[src/rtl/freq_decimator_pkg.sv]
// ---------------------------------------------------------------------------
// freq_decimator_pkg
// Shared constants and helpers for the frequency decimator and related
// decimating cores.
//   LOG2_NMAX_DEFAULT : default largest block exponent
//   log2n_width()     : bit width of a block-exponent port for a given max
//   clamp_log2n()     : saturate a requested exponent to the supported max
// ---------------------------------------------------------------------------
package freq_decimator_pkg;

   localparam int LOG2_NMAX_DEFAULT = 16;

   function automatic int log2n_width(input int nmax);
      return $clog2(nmax + 1);
   endfunction

   function automatic int clamp_log2n(input int v, input int nmax);
      return (v > nmax) ? nmax : v;
   endfunction

endpackage

[src/rtl/axis_hold_reg.sv]
// ---------------------------------------------------------------------------
// axis_hold_reg
// Single-entry AXI4-Stream-style output register. A load is accepted when
// the register is empty or is being drained on the same edge; otherwise the
// offered word is discarded and o_drop pulses so the owner can flag it.
// Ports:
//   clk, rst    : clock, asynchronous active-high reset
//   i_load      : offer i_data this cycle
//   i_data      : word to hold
//   i_tready    : downstream accepts the held word
//   o_tdata     : held word (stable while o_tvalid && !i_tready)
//   o_tvalid    : register holds an unconsumed word
//   o_drop      : offered word was discarded this cycle
// ---------------------------------------------------------------------------
module axis_hold_reg #(
   parameter int DATA_W = 8
) (
   input  logic              clk,
   input  logic              rst,
   input  logic              i_load,
   input  logic [DATA_W-1:0] i_data,
   input  logic              i_tready,
   output logic [DATA_W-1:0] o_tdata,
   output logic              o_tvalid,
   output logic              o_drop
);

   logic [DATA_W-1:0] r_data;
   logic              r_valid;
   logic              w_accept;

   // Empty, or the held word leaves on this edge: a new word may replace it.
   assign w_accept = !r_valid || i_tready;

   always_ff @(posedge clk or posedge rst) begin
      if (rst) begin
         r_data  <= '0;
         r_valid <= 1'b0;
      end else if (i_load && w_accept) begin
         r_data  <= i_data;
         r_valid <= 1'b1;
      end else if (r_valid && i_tready) begin
         r_valid <= 1'b0;
      end
   end

   assign o_tdata  = r_data;
   assign o_tvalid = r_valid;
   assign o_drop   = i_load && !w_accept;

endmodule

[src/rtl/freq_decimator.sv]
// ---------------------------------------------------------------------------
// freq_decimator
// Sums blocks of 2^n valid frequency samples and emits the full-precision
// sum plus its arithmetic mean (floor) through a single-entry output register
// with backpressure and a sticky overrun flag.
// Ports:
//   clk, rst        : clock, asynchronous active-high reset
//   din, din_valid  : signed frequency sample and its qualifier
//   log2_n          : block exponent, clamped to LOG2_NMAX, latched per block
//   m_axis_tdata    : signed block sum
//   m_axis_tmean    : signed block mean (sum >>> n)
//   m_axis_tvalid   : result held and not yet consumed
//   m_axis_tready   : downstream accepts the result
//   clear_overrun   : synchronous clear of overrun (a same-edge drop wins)
//   overrun         : sticky, a block result was dropped
// ---------------------------------------------------------------------------
module freq_decimator
   import freq_decimator_pkg::*;
#(
   parameter int DIN_WIDTH  = 17,
   parameter int LOG2_NMAX  = LOG2_NMAX_DEFAULT,
   parameter int DOUT_WIDTH = DIN_WIDTH + LOG2_NMAX
) (
   input  logic                                  clk,
   input  logic                                  rst,
   input  logic signed [DIN_WIDTH-1:0]           din,
   input  logic                                  din_valid,
   input  logic [log2n_width(LOG2_NMAX)-1:0]     log2_n,
   output logic signed [DOUT_WIDTH-1:0]          m_axis_tdata,
   output logic signed [DIN_WIDTH-1:0]           m_axis_tmean,
   output logic                                  m_axis_tvalid,
   input  logic                                  m_axis_tready,
   input  logic                                  clear_overrun,
   output logic                                  overrun
);

   localparam int NW = log2n_width(LOG2_NMAX);

   logic signed [DOUT_WIDTH-1:0] r_acc;
   logic [LOG2_NMAX-1:0]         r_cnt;
   logic [NW-1:0]                r_n;
   logic                         r_overrun;

   logic [NW-1:0]                w_n_clamped;
   logic [NW-1:0]                w_n_eff;
   logic                         w_first;
   logic                         w_end;
   logic signed [DOUT_WIDTH-1:0] w_din_ext;
   logic signed [DOUT_WIDTH-1:0] w_sum;
   logic signed [DIN_WIDTH-1:0]  w_mean;
   logic                         w_load;
   logic                         w_drop;
   logic [DIN_WIDTH+DOUT_WIDTH-1:0] w_hold_data;

   assign w_n_clamped = NW'(clamp_log2n(int'(log2_n), LOG2_NMAX));

   // The first sample of a block uses the live (clamped) exponent so that a
   // one-sample block (n = 0) completes on that same edge; later samples use
   // the latched value.
   assign w_first = (r_cnt == '0);
   assign w_n_eff = w_first ? w_n_clamped : r_n;

   // Last sample when counter == 2^n - 1; compare one bit wider so n = LOG2_NMAX works.
   assign w_end = ({1'b0, r_cnt} ==
                   (((LOG2_NMAX+1)'(1)) << w_n_eff) - (LOG2_NMAX+1)'(1));

   assign w_din_ext = {{LOG2_NMAX{din[DIN_WIDTH-1]}}, din};
   assign w_sum     = r_acc + w_din_ext;
   // Arithmetic shift floors toward -inf; the quotient always fits DIN_WIDTH.
   assign w_mean    = DIN_WIDTH'(w_sum >>> w_n_eff);

   assign w_load    = din_valid && w_end;

   always_ff @(posedge clk or posedge rst) begin
      if (rst) begin
         r_acc <= '0;
         r_cnt <= '0;
         r_n   <= '0;
      end else if (din_valid) begin
         if (w_first) begin
            r_n <= w_n_clamped;
         end
         if (w_end) begin
            r_acc <= '0;
            r_cnt <= '0;
         end else begin
            r_acc <= w_sum;
            r_cnt <= r_cnt + LOG2_NMAX'(1);
         end
      end
   end

   axis_hold_reg #(
      .DATA_W (DIN_WIDTH + DOUT_WIDTH)
   ) u_hold (
      .clk      (clk),
      .rst      (rst),
      .i_load   (w_load),
      .i_data   ({w_mean, w_sum}),
      .i_tready (m_axis_tready),
      .o_tdata  (w_hold_data),
      .o_tvalid (m_axis_tvalid),
      .o_drop   (w_drop)
   );

   always_ff @(posedge clk or posedge rst) begin
      if (rst) begin
         r_overrun <= 1'b0;
      end else if (w_drop) begin
         r_overrun <= 1'b1;
      end else if (clear_overrun) begin
         r_overrun <= 1'b0;
      end
   end

   assign m_axis_tdata = w_hold_data[DOUT_WIDTH-1:0];
   assign m_axis_tmean = w_hold_data[DIN_WIDTH+DOUT_WIDTH-1:DOUT_WIDTH];
   assign overrun      = r_overrun;

endmodule

[config.mk]
export PLATFORM = sky130hd
export DESIGN_NAME = freq_decimator
export DESIGN_NICKNAME = d
export VERILOG_FILES = /design/src/rtl/freq_decimator_pkg.sv /design/src/rtl/axis_hold_reg.sv /design/src/rtl/freq_decimator.sv
export SDC_FILE = /design/constraint.sdc
export NUM_CORES = 1
export LEC_CHECK = 0
export BUFFER_PORTS_ARGS = -buffer_cell sky130_fd_sc_hd__buf_4
export CORE_MARGIN = 3
export CORE_UTILIZATION = 38
export DETAILED_ROUTE_END_ITERATION = 6
export GPL_TIMING_DRIVEN = 0
export PLACE_DENSITY = 0.62
export SYNTH_ARGS = -nofsm -noshare
export SYNTH_HDL_FRONTEND = slang
export SYNTH_SLANG_ARGS = --single-unit
[constraint.sdc]
create_clock -name clk -period 6.4 [get_ports clk]
set_input_delay 1.28 -clock clk [delete_from_list [all_inputs] [get_ports clk]]
set_output_delay 1.28 -clock clk [all_outputs]
set_load 0.02 [all_outputs]
==> impl_metrics.py, run 1 <==
metrics = {
    "grt": {
        "grt.overflow.total": 0,
        "grt_pass1_vias": 9654,
        "track_usage_pct": 27.97,
        "grt_antenna_before_repair": 0,
        "grt_max_degree": 62,
        "grt_pass1_wl_um": 57380,
    },
    "detailed_routing": {
        "dr.pass1.iters": 5,
        "vias": 10190,
        "routedWlPerCell_um": 22.28,
        "wl_um": 37140,
        "drtIter0Drc": 1079,
        "drc": 0,
        "ant_nets": 0,
        "vias_per_cell": 6.115,
    },
    "placement": {
        "gp_congestion": 0.9584,
        "pre_cts_ws_ns": -1.161,
        "dp_hpwl_um": 28510,
        "portBuffers": 77,
    },
    "critical_path": {
        "crit_fanout": 10,
        "cp.arrival_ns": 6.26,
        "cp-end-kind": "flip-flop",
        "cpMostUsedCell": "clkbuf_1",
        "critPathKind": "flip-flop to flip-flop",
        "cp.required_ns": 6.63,
        "cp_num_buf_inv": 9,
        "critPathMaxStageDelay_ns": 0.42,
        "crit_chain": "inv_1, ha_1, nor3b_1, and4_1, buf_4, buf_6, mux2_1, buf_2, nor2_2, clkbuf_4, nand2_1, ha_2, inv_2, a21oi_1, mux2i_2, a211oi_1, a2111oi_0, nand4_1, or3_1, clkbuf_1, clkbuf_1, buf_1, nand3_1, o21ai_0",
        "cp-start-kind": "flip-flop",
        "cp_top_family": "buffers and inverters",
        "worst_path_max_delay_cell": "dfrtp_1",
    },
    "timing": {
        "hold_viol_final": 0,
        "fin_crit_ns": 6.027,
        "grt_setup_unrepaired": "no",
        "tightest_slew_ns": 1.502,
        "fmax_mhz": 165.9,
        "slew_headroom_pct": -0.3625,
        "setup_violations": 0,
        "fin_worst_skew_ns": 0.01649,
        "finalCritPeriodShare_pct": 94.17,
        "drv_slew": 8,
        "finalSetupTns_ns": 0,
        "fin_ws_ns": 0.3732,
    },
    "synthesis": {
        "synth_common_cells": "244 x nand2_1, 108 x nor2_1, 106 x dfrtp_1",
        "yosysWarnings": 0,
        "yosys.area.top_type": "dfrtp_1",
        "synth_most_common_cell": "nand2_1",
        "synth_top_cell_area_share_pct": 28.18,
        "syn_area_per_cell_um2": 7.512,
        "synthTopCellsByArea": "dfrtp_1 28%, nand2_1 9.7%, ha_1 4.7%, a21oi_1 4.6%, nor2_1 4.3%",
        "synth_flop_cell": "dfrtp_1",
        "seq_area_frac_synth_pct": 28.18,
        "synthesis.nets": 1316,
        "ys_ff_latch": 106,
        "synthesis.instances": 1253,
        "netlist_area_um2": 9413,
        "ys_async_sr_fraction_pct": 100.0,
        "post_synth_num_cell_types": 82,
        "synth_edf_count": 0,
    },
    "floorplanning": {
        "start_util_pct": 39.40,
        "die_area_um2": 26690,
        "core_um2": 23890,
        "fp.dieW_um": 163.4,
        "pin_count": 79,
        "die_y_um": 163.4,
        "std_cell_rows": 56,
    },
    "final_layout": {
        "fill_cells": 2467,
        "syn2layout_area_growth_pct": 14.69,
        "antenna_cells": 0,
        "fin_nets": 1406,
        "drive_gt1_share_pct": 12.09,
    },
    "pwr": {
        "leakagePower_nw": 4.698,
        "ir_drop_v": 0.0002071,
        "power_density_nw_per_um2": 437.5,
    },
    "cts": {
        "tritoncts": "done",
        "cts-htree-levels": 3,
        "cts-buffers-inserted": 9,
        "clkTransAtPathRegs_ns": 0.08,
        "root_buffer": "clkbuf_16",
        "cts_max_path_buffers": 2,
        "cts_sinks": 106,
        "cts_hold_buf": 0,
        "clock_latency_ns": 0.38,
    },
    "hold_path": {
        "worst_hold_path_type": "flip-flop to flip-flop",
    },
    "outcome": {
        "violations": "max-capacitance violations, max-slew violations",
        "outcome": "complete, but fails checks",
    },
    "flow_run": {
        "drv_cap": 1,
    },
}
## sequential cells by signal, indices dropped and copies added (netlist names)
register         cells
r_cnt               16
r_acc               33
u_hold.o_tvalid      1
r_n                  5
u_hold.o_tdata      50
overrun              1
## where the power goes
part           switching, mW  internal, mW
clock                  0.319         0.285
combinational           2.22          1.01
sequential            0.0966         0.794
## final timing paths
kind / start / end / slack (ns) / cells after the start
min in group asynchronous: rst / r_cnt[10] / 0.99 / 2
worst max-delay path: r_cnt[0] / r_cnt[0] / 0.37 / 24
worst max register to register: r_cnt[0] / r_cnt[0] / 0.37 / 24
worst min-delay path: u_hold.o_tdata[25] / u_hold.o_tdata[25] / 0.47 / 2
worst min register to register: u_hold.o_tdata[25] / u_hold.o_tdata[25] / 0.47 / 2
max in group asynchronous: rst / r_acc[30] / 4.70 / 3
## worst reg2reg max path, stage by stage (launching register included)
cell,delay [ns]
dfrtp_1,0.42
inv_1,0.13
ha_1,0.18
nor3b_1,0.17
and4_1,0.21
buf_4,0.18
buf_6,0.18
mux2_1,0.33
buf_2,0.20
nor2_2,0.19
clkbuf_4,0.27
nand2_1,0.13
ha_2,0.28
inv_2,0.18
a21oi_1,0.07
mux2i_2,0.37
a211oi_1,0.15
a2111oi_0,0.39
nand4_1,0.24
or3_1,0.36
clkbuf_1,0.20
clkbuf_1,0.39
buf_1,0.39
nand3_1,0.17
o21ai_0,0.10
## timing repair
action,in CTS,in global routing
setup buffers,0,2
pin swaps,0,1
gates resized for setup,8,10
endpoints found under the setup margin,81,86
## layout by cell type, fill, tap and decap left out, types with 6 or more instances in the layout
| cell | n |
|---|---|
| o21ai_0 | 81 |
| o21a_1 | 6 |
| clkbuf_16 | 9 |
| xnor2_1 | 22 |
| o2bb2ai_1 | 7 |
| and4_1 | 6 |
| nand2b_1 | 12 |
| ha_1 | 34 |
| a31oi_1 | 10 |
| clkbuf_1 | 53 |
| mux2_2 | 7 |
| o221ai_1 | 8 |
| o211ai_1 | 15 |
| nor2b_1 | 10 |
| nand2_1 | 244 |
| inv_1 | 27 |
| a221oi_1 | 10 |
| and2_1 | 10 |
| a211oi_1 | 19 |
| nand3_1 | 41 |
| nor3_1 | 32 |
| dfrtp_1 | 106 |
| nor4_1 | 12 |
| buf_4 | 80 |
| buf_2 | 16 |
| a21oi_1 | 87 |
| o22ai_1 | 10 |
| o2111ai_1 | 10 |
| o31ai_1 | 7 |
| nand4_1 | 19 |
| o21ai_1 | 6 |
| and3_1 | 16 |
| a2111oi_0 | 9 |
| or3_1 | 11 |
| a21o_1 | 19 |
| xor2_1 | 12 |
| nor2_1 | 107 |
| mux2i_1 | 29 |
## routing by layer
metal / global-route usage (%) / wire, µm
met4: 11.07 / 1405
met3: 4.793 / 2806
met1: 38.09 / 16130
met5: 0 / 0
met2: 44.26 / 16800
## metrics by stage
| step | hold slack [ns] | utilization (%) | instances | power (mW) | cell area, µm² |
|---|---|---|---|---|---|
| 2_1_floorplan | 0.4538 | - | 1253 | 3.013 | 9413 |
| 3_3_place_gp | 0.4557 | 43.49 | 1649 | 3.994 | 10390 |
| 3_5_place_dp | 0.4590 | 43.68 | 1650 | 4.019 | 10440 |
| 4_1_cts | 0.4773 | 45.07 | 1666 | 4.641 | 10770 |
| 5_1_grt | 0.5056 | 45.18 | 1667 | 5.042 | 10800 |
| 6_report | 0.4711 | 45.18 | 1667 | 4.723 | 10800 |
## area by class of cell
class                      count  area (µm²)  area share (%)
buffer                        85       389.1           3.605
clock buffer                   9       225.2           2.086
clock inverter                 7       88.84          0.8229
inverter                      30       115.1           1.066
multi-input combinational   1031        6305           58.40
sequential                   106        2653           24.57
tap                          319       399.1           3.697
timing repair buffer          80       620.6           5.749
## logic make-up after synthesis
logic type / after synthesis / share of synthesized area (%)
xor gates and xnor gates: 34 / 3.164
muxes: 44 / 5.224
DFF: 106 / 28.18
and+or+nand+nor: 551 / 27.04
AOI/OAI and AO/OA: 366 / 26.27
buffers and inverters: 116 / 5.264
adders and majority gates: 36 / 4.865
Power figures use the tool's default switching activity.
==> run 2, diff against run 1 <==
REMOVE_ABC_BUFFERS = 1   (was default)
==> impl_metrics.py, run 2 (same netlist as run 1, synthesis figures left out) <==
metrics = {
    "outcome": {
        "outcome": "finished clean",
    },
    "final_layout": {
        "fin_nets": 1336,
        "finalInstanceArea_um2": 10590,
        "ff_latch_area_um2": 2653,
        "final_common_cell": "nand2_1",
        "largest_register_ffs": 50,
        "drive_gt1_share_pct": 12.28,
        "fill_cells": 2463,
        "multiInputGateArea_um2": 6357,
        "final_cell_mix": "244 x nand2_1, 107 x nor2_1, 106 x dfrtp_1",
        "utilization_pct": 44.32,
        "syn2layout_area_growth_pct": 12.49,
        "antenna_cells": 0,
    },
    "cts": {
        "root_buffer": "clkbuf_16",
        "cts_max_path_buffers": 2,
        "cts_hold_buf": 0,
        "clkTransAtPathRegs_ns": 0.08,
        "tritoncts": "done",
        "cts-buffers-inserted": 9,
        "cts-htree-levels": 3,
        "cts_sinks": 106,
        "clock_latency_ns": 0.37,
    },
    "floorplanning": {
        "die_area_um2": 26690,
        "core_um2": 23890,
        "pin_count": 79,
        "fp.dieW_um": 163.4,
        "std_cell_rows": 56,
        "die_y_um": 163.4,
        "start_util_pct": 39.40,
    },
    "grt": {
        "busiest_layer": "met1",
        "grt_util_met2_pct": 35.13,
        "grt_use_met3_pct": 3.779,
        "grt_pass1_vias": 8894,
        "grt.overflow.total": 0,
        "track_usage_pct": 23.78,
        "grt_max_degree": 57,
        "grt_pass1_wl_um": 50430,
        "grt_use_met1_pct": 35.84,
        "grt_antenna_before_repair": 0,
    },
    "critical_path": {
        "cp_top_family": "simple AND/OR/NAND/NOR gates",
        "critPathKind": "flip-flop to flip-flop",
        "crit_chain": "nor4_1, and4_4, mux2_2, nor2_4, nand2_1, ha_1, inv_1, a21oi_1, mux2i_2, a211oi_1, a2111oi_0, nand4_1, nor4_4, nand2_1, a2111oi_0, a21oi_1",
        "cp.required_ns": 6.62,
        "cp-start-kind": "flip-flop",
        "cp_num_buf_inv": 1,
        "worst_path_max_delay_cell": "a2111oi_0",
        "cp.arrival_ns": 6.40,
        "critPathMaxStageDelay_ns": 0.77,
        "cp.depth": 16,
        "crit_fanout": 19,
        "reg2regPathDepth": 16,
        "cp-end-kind": "flip-flop",
    },
    "timing": {
        "fmax_mhz": 162.0,
        "fin_ws_ns": 0.2261,
        "setup_violations": 0,
        "finalSetupTns_ns": 0,
        "fin_crit_ns": 6.174,
        "tightest_slew_ns": 1.348,
        "hold_viol_final": 0,
        "fin_worst_skew_ns": 0.01291,
        "finalCritPeriodShare_pct": 96.47,
        "drv_slew": 0,
        "slew_headroom_pct": 9.602,
    },
    "detailed_routing": {
        "drtIter0Drc": 993,
        "wl_um": 32340,
        "drc": 0,
        "ant_nets": 0,
        "vias_per_cell": 6.104,
        "dr.pass1.iters": 6,
        "routedWlPerCell_um": 20.25,
        "vias": 9748,
    },
    "placement": {
        "portBuffers": 78,
        "dp_hpwl_um": 23440,
        "dpl_cell_area_um2": 10160,
        "gp_congestion": 0.9671,
        "pre_cts_ws_ns": -1.455,
    },
    "hold_path": {
        "worst_hold_path_type": "flip-flop to flip-flop",
        "whs_path_depth": 2,
    },
    "pwr": {
        "finalPower_mw": 4.502,
        "ir_drop_v": 0.0001912,
        "leakagePower_nw": 4.610,
        "power_density_nw_per_um2": 425.2,
    },
    "flow_run": {
        "drv_cap": 0,
    },
}
## run 2: routing by layer
metal / routed length [µm] / vias to the layer above
met5: 0 / -
met4: 760 / 0
met1: 15250 / 4589
met3: 2630 / 56
li1: - / 4660
met2: 13700 / 443
## run 2: stage by stage
step / instances / hold WS (ns)
after floorplan: 1167 / 0.4538
after CTS: 1593 / 0.4742
after detailed placement: 1573 / 0.4576
after global placement: 1564 / 0.4524
final: 1597 / 0.4688
after global routing: 1597 / 0.4912
## run 2: what timing repair did
item | in CTS | in global routing
setup buffers | 4 | 3
gates cloned | 0 | 1
endpoints found under the setup margin | 101 | 11
gates resized for setup | 10 | 6
endpoints found under the hold margin | 0 | 0
pin swaps | 1 | 3
## run 2: cell type report
type,count,share of cell area [%]
clock buffer,9,2.127
multi-input combinational,1032,60.04
sequential,106,25.05
clock inverter,7,0.8389
timing repair buffer,94,7.078
tap,319,3.769
inverter,30,1.099
## run 2: worst paths after layout
kind	start	end	slack (ns)
min in group asynchronous	rst	u_hold.o_tdata[1]	1.02
max reg2reg	r_cnt[4]	u_hold.o_tdata[47]	0.23
max in group asynchronous	rst	r_acc[20]	4.68
min	u_hold.o_tdata[0]	u_hold.o_tdata[0]	0.47
min reg2reg	u_hold.o_tdata[0]	u_hold.o_tdata[0]	0.47
max	r_cnt[4]	u_hold.o_tdata[47]	0.23
## run 2: worst reg2reg max path: stages (launching register included)
cell and delay (ns):
dfrtp_1 0.60, nor4_1 0.36, and4_4 0.45, mux2_2 0.59, nor2_4 0.27, nand2_1 0.12
ha_1 0.35, inv_1 0.28, a21oi_1 0.08, mux2i_2 0.34, a211oi_1 0.14, a2111oi_0 0.41
nand4_1 0.27, nor4_4 0.56, nand2_1 0.30, a2111oi_0 0.77, a21oi_1 0.16
## run 2: report_power, final
part / leakage [nW] / switching [mW] / internal [mW]
clock: 0.155 / 0.285 / 0.312
combinational: 3.07 / 1.99 / 0.987
sequential: 1.38 / 0.133 / 0.794
total: 4.61 / 2.41 / 2.09
==> run 3, diff against run 2 <==
PLACE_DENSITY = 0.53   (was 0.62)
==> impl_metrics.py, run 3 (same netlist as run 1, synthesis figures left out) <==
metrics = {
    "pwr": {
        "power_density_nw_per_um2": 437.0,
        "ir_drop_v": 0.0001785,
        "intPower_mw": 2.144,
        "power_frac_seq_pct": 20.0,
        "pwr-share-clk_pct": 13.7,
        "swShare_pct": 53.78,
        "p_sw_mw": 2.494,
        "comb_power_share_pct": 66.3,
        "leakagePower_nw": 4.616,
    },
    "timing": {
        "setup_violations": 0,
        "slew_headroom_pct": 0.07441,
        "grt_setup_unrepaired": "no",
        "finalCritPeriodShare_pct": 95.68,
        "fin_worst_skew_ns": 0.01504,
        "fin_ws_ns": 0.2767,
        "drv_slew": 0,
        "fmax_mhz": 163.3,
        "fin_crit_ns": 6.123,
        "tightest_slew_ns": 1.457,
        "hold_viol_final": 0,
    },
    "floorplanning": {
        "std_cell_rows": 56,
        "die_y_um": 163.4,
        "die_area_um2": 26690,
        "fp.dieW_um": 163.4,
        "start_util_pct": 39.40,
        "core_um2": 23890,
        "pin_count": 79,
    },
    "critical_path": {
        "r2r-start": "r_cnt[0]",
        "cp-start-kind": "flip-flop",
        "rrSetupSlack_ns": 0.28,
        "regToRegEndpoint": "u_hold.o_tdata[47]",
        "reg2regPathDepth": 19,
        "crit_fanout": 19,
        "cp.arrival_ns": 6.35,
        "cp-end-kind": "flip-flop",
        "cp.required_ns": 6.62,
        "critPathKind": "flip-flop to flip-flop",
    },
    "placement": {
        "pre_cts_ws_ns": -1.367,
        "gp_congestion": 0.9108,
        "dp_hpwl_um": 24930,
        "portBuffers": 78,
        "dpl_cell_area_um2": 10190,
        "dp_cells": 1574,
    },
    "final_layout": {
        "finalInstanceArea_um2": 10610,
        "final_common_cell": "nand2_1",
        "largest_register_ffs": 50,
        "utilization_pct": 44.42,
        "antenna_cells": 0,
        "fin_nets": 1335,
        "syn2layout_area_growth_pct": 12.75,
        "drive_gt1_share_pct": 12.30,
        "fin_cells": 1595,
        "final_cell_mix": "244 x nand2_1, 107 x nor2_1, 106 x dfrtp_1",
    },
    "hold_path": {
        "worst_hold_path_type": "flip-flop to flip-flop",
        "hp-start": "u_hold.o_tdata[25]",
        "holdPathEnd": "u_hold.o_tdata[25]",
        "whs_path_depth": 2,
    },
    "cts": {
        "cts-htree-levels": 3,
        "tritoncts": "done",
        "clock_latency_ns": 0.37,
        "clkTransAtPathRegs_ns": 0.08,
        "cts-buffers-inserted": 9,
        "cts_max_path_buffers": 2,
        "cts_hold_buf": 0,
        "cts_sinks": 106,
        "root_buffer": "clkbuf_16",
    },
    "detailed_routing": {
        "drc": 0,
        "routedWlPerCell_um": 21.20,
        "dr.pass1.iters": 7,
        "vias_per_cell": 6.138,
        "vias": 9790,
        "wl_um": 33810,
        "ant_nets": 0,
        "drtIter0Drc": 931,
    },
    "grt": {
        "grt_use_met1_pct": 37.97,
        "grt.overflow.total": 0,
        "busiest_layer": "met1",
        "grt_use_met3_pct": 3.246,
        "grt_pass1_wl_um": 52770,
        "track_usage_pct": 25.16,
        "grt_max_degree": 58,
        "grt_pass1_vias": 8981,
        "grt_antenna_before_repair": 0,
        "grt_util_met2_pct": 37.12,
    },
    "flow_run": {
        "drv_cap": 1,
    },
    "outcome": {
        "outcome": "complete, but fails checks",
        "violations": "max-capacitance violations",
    },
}
==> run 3: cell count changes in the layout (fill, tap and decap cells not counted), sizes merged <==
cell / change
clkbuf: +1
clkinvlp: +1
bufinv: +1
clkinv: -4
or3: -1
==> run 3: layer usage <==
layer  part of all wire (%)  wire [µm]  vias up
met4                    2.3        782        0
met2                     43      14460      433
li1                       -          -     4634
met5                      0          0        -
met3                    7.4       2517       58
met1                     47      16050     4665
==> run 3: power groups by stage <==
| stage | Sequential (mW) | Clock [mW] | Combinational (mW) |
|---|---|---|---|
| floorplan | 0.892 | 0 | 2.08 |
| global placement | 0.935 | 0 | 2.96 |
| detailed placement | 0.937 | 0 | 2.98 |
| CTS | 0.925 | 0.658 | 3.01 |
| global route | 0.943 | 0.678 | 3.35 |
| finish | 0.927 | 0.635 | 3.08 |
==> run 3: how the worst max path moves through the flow <==
stage,startpoint,to,slack [ns]
floorplan,r_cnt[0],u_hold.o_tdata[45],-2.36
global placement,r_cnt[0],u_hold.o_tdata[47],-8.39
detailed placement,r_cnt[0],u_hold.o_tdata[39],-1.37
CTS,r_cnt[0],u_hold.o_tdata[38],0.07
global route,r_cnt[0],u_hold.o_tdata[47],0.04
finish,r_cnt[0],u_hold.o_tdata[47],0.28
==> run 3: critical path: stages, from the launching register on <==
cell and delay [ns]:
dfrtp_1 0.43, inv_1 0.13, ha_1 0.21, nor3b_1 0.19, and4_4 0.42, mux2_2 0.56, nor2_4 0.21, nand2_1 0.08
ha_1 0.36, inv_1 0.31, a21oi_1 0.10, mux2i_2 0.36, a211oi_1 0.16, a2111oi_1 0.43, nand4_1 0.26, nor4_4 0.53
buf_4 0.30, nand2_1 0.18, a2111oi_1 0.61, a21oi_1 0.15
==> run 3: metrics by stage <==
step	power (mW)	TNS (ns)	hold WS [ns]
finish	4.638	0	0.4685
global route	4.968	0	0.4865
CTS	4.590	0	0.4765
detailed placement	3.921	-52.69	0.4582
global placement	3.896	-357.39	0.4525
floorplan	2.971	-70.05	0.4538
==> run 3: repair_timing <==
item                                    CTS  global route
buffers inserted                          4             0
endpoints found under the setup margin  101             8
cloned                                    0             0
pin swaps                                 2             1
gates resized for setup                  14             5
==> run 3: area by class of cell <==
class,instances,area [µm²]
clock inverters,5,85.08
repair buffers,94,763.2
well taps,319,399.1
multi-input cells,1031,6357
clock buffers,10,239.0
fillers,2520,13280
inverters,30,116.4
flip-flops and latches,106,2653
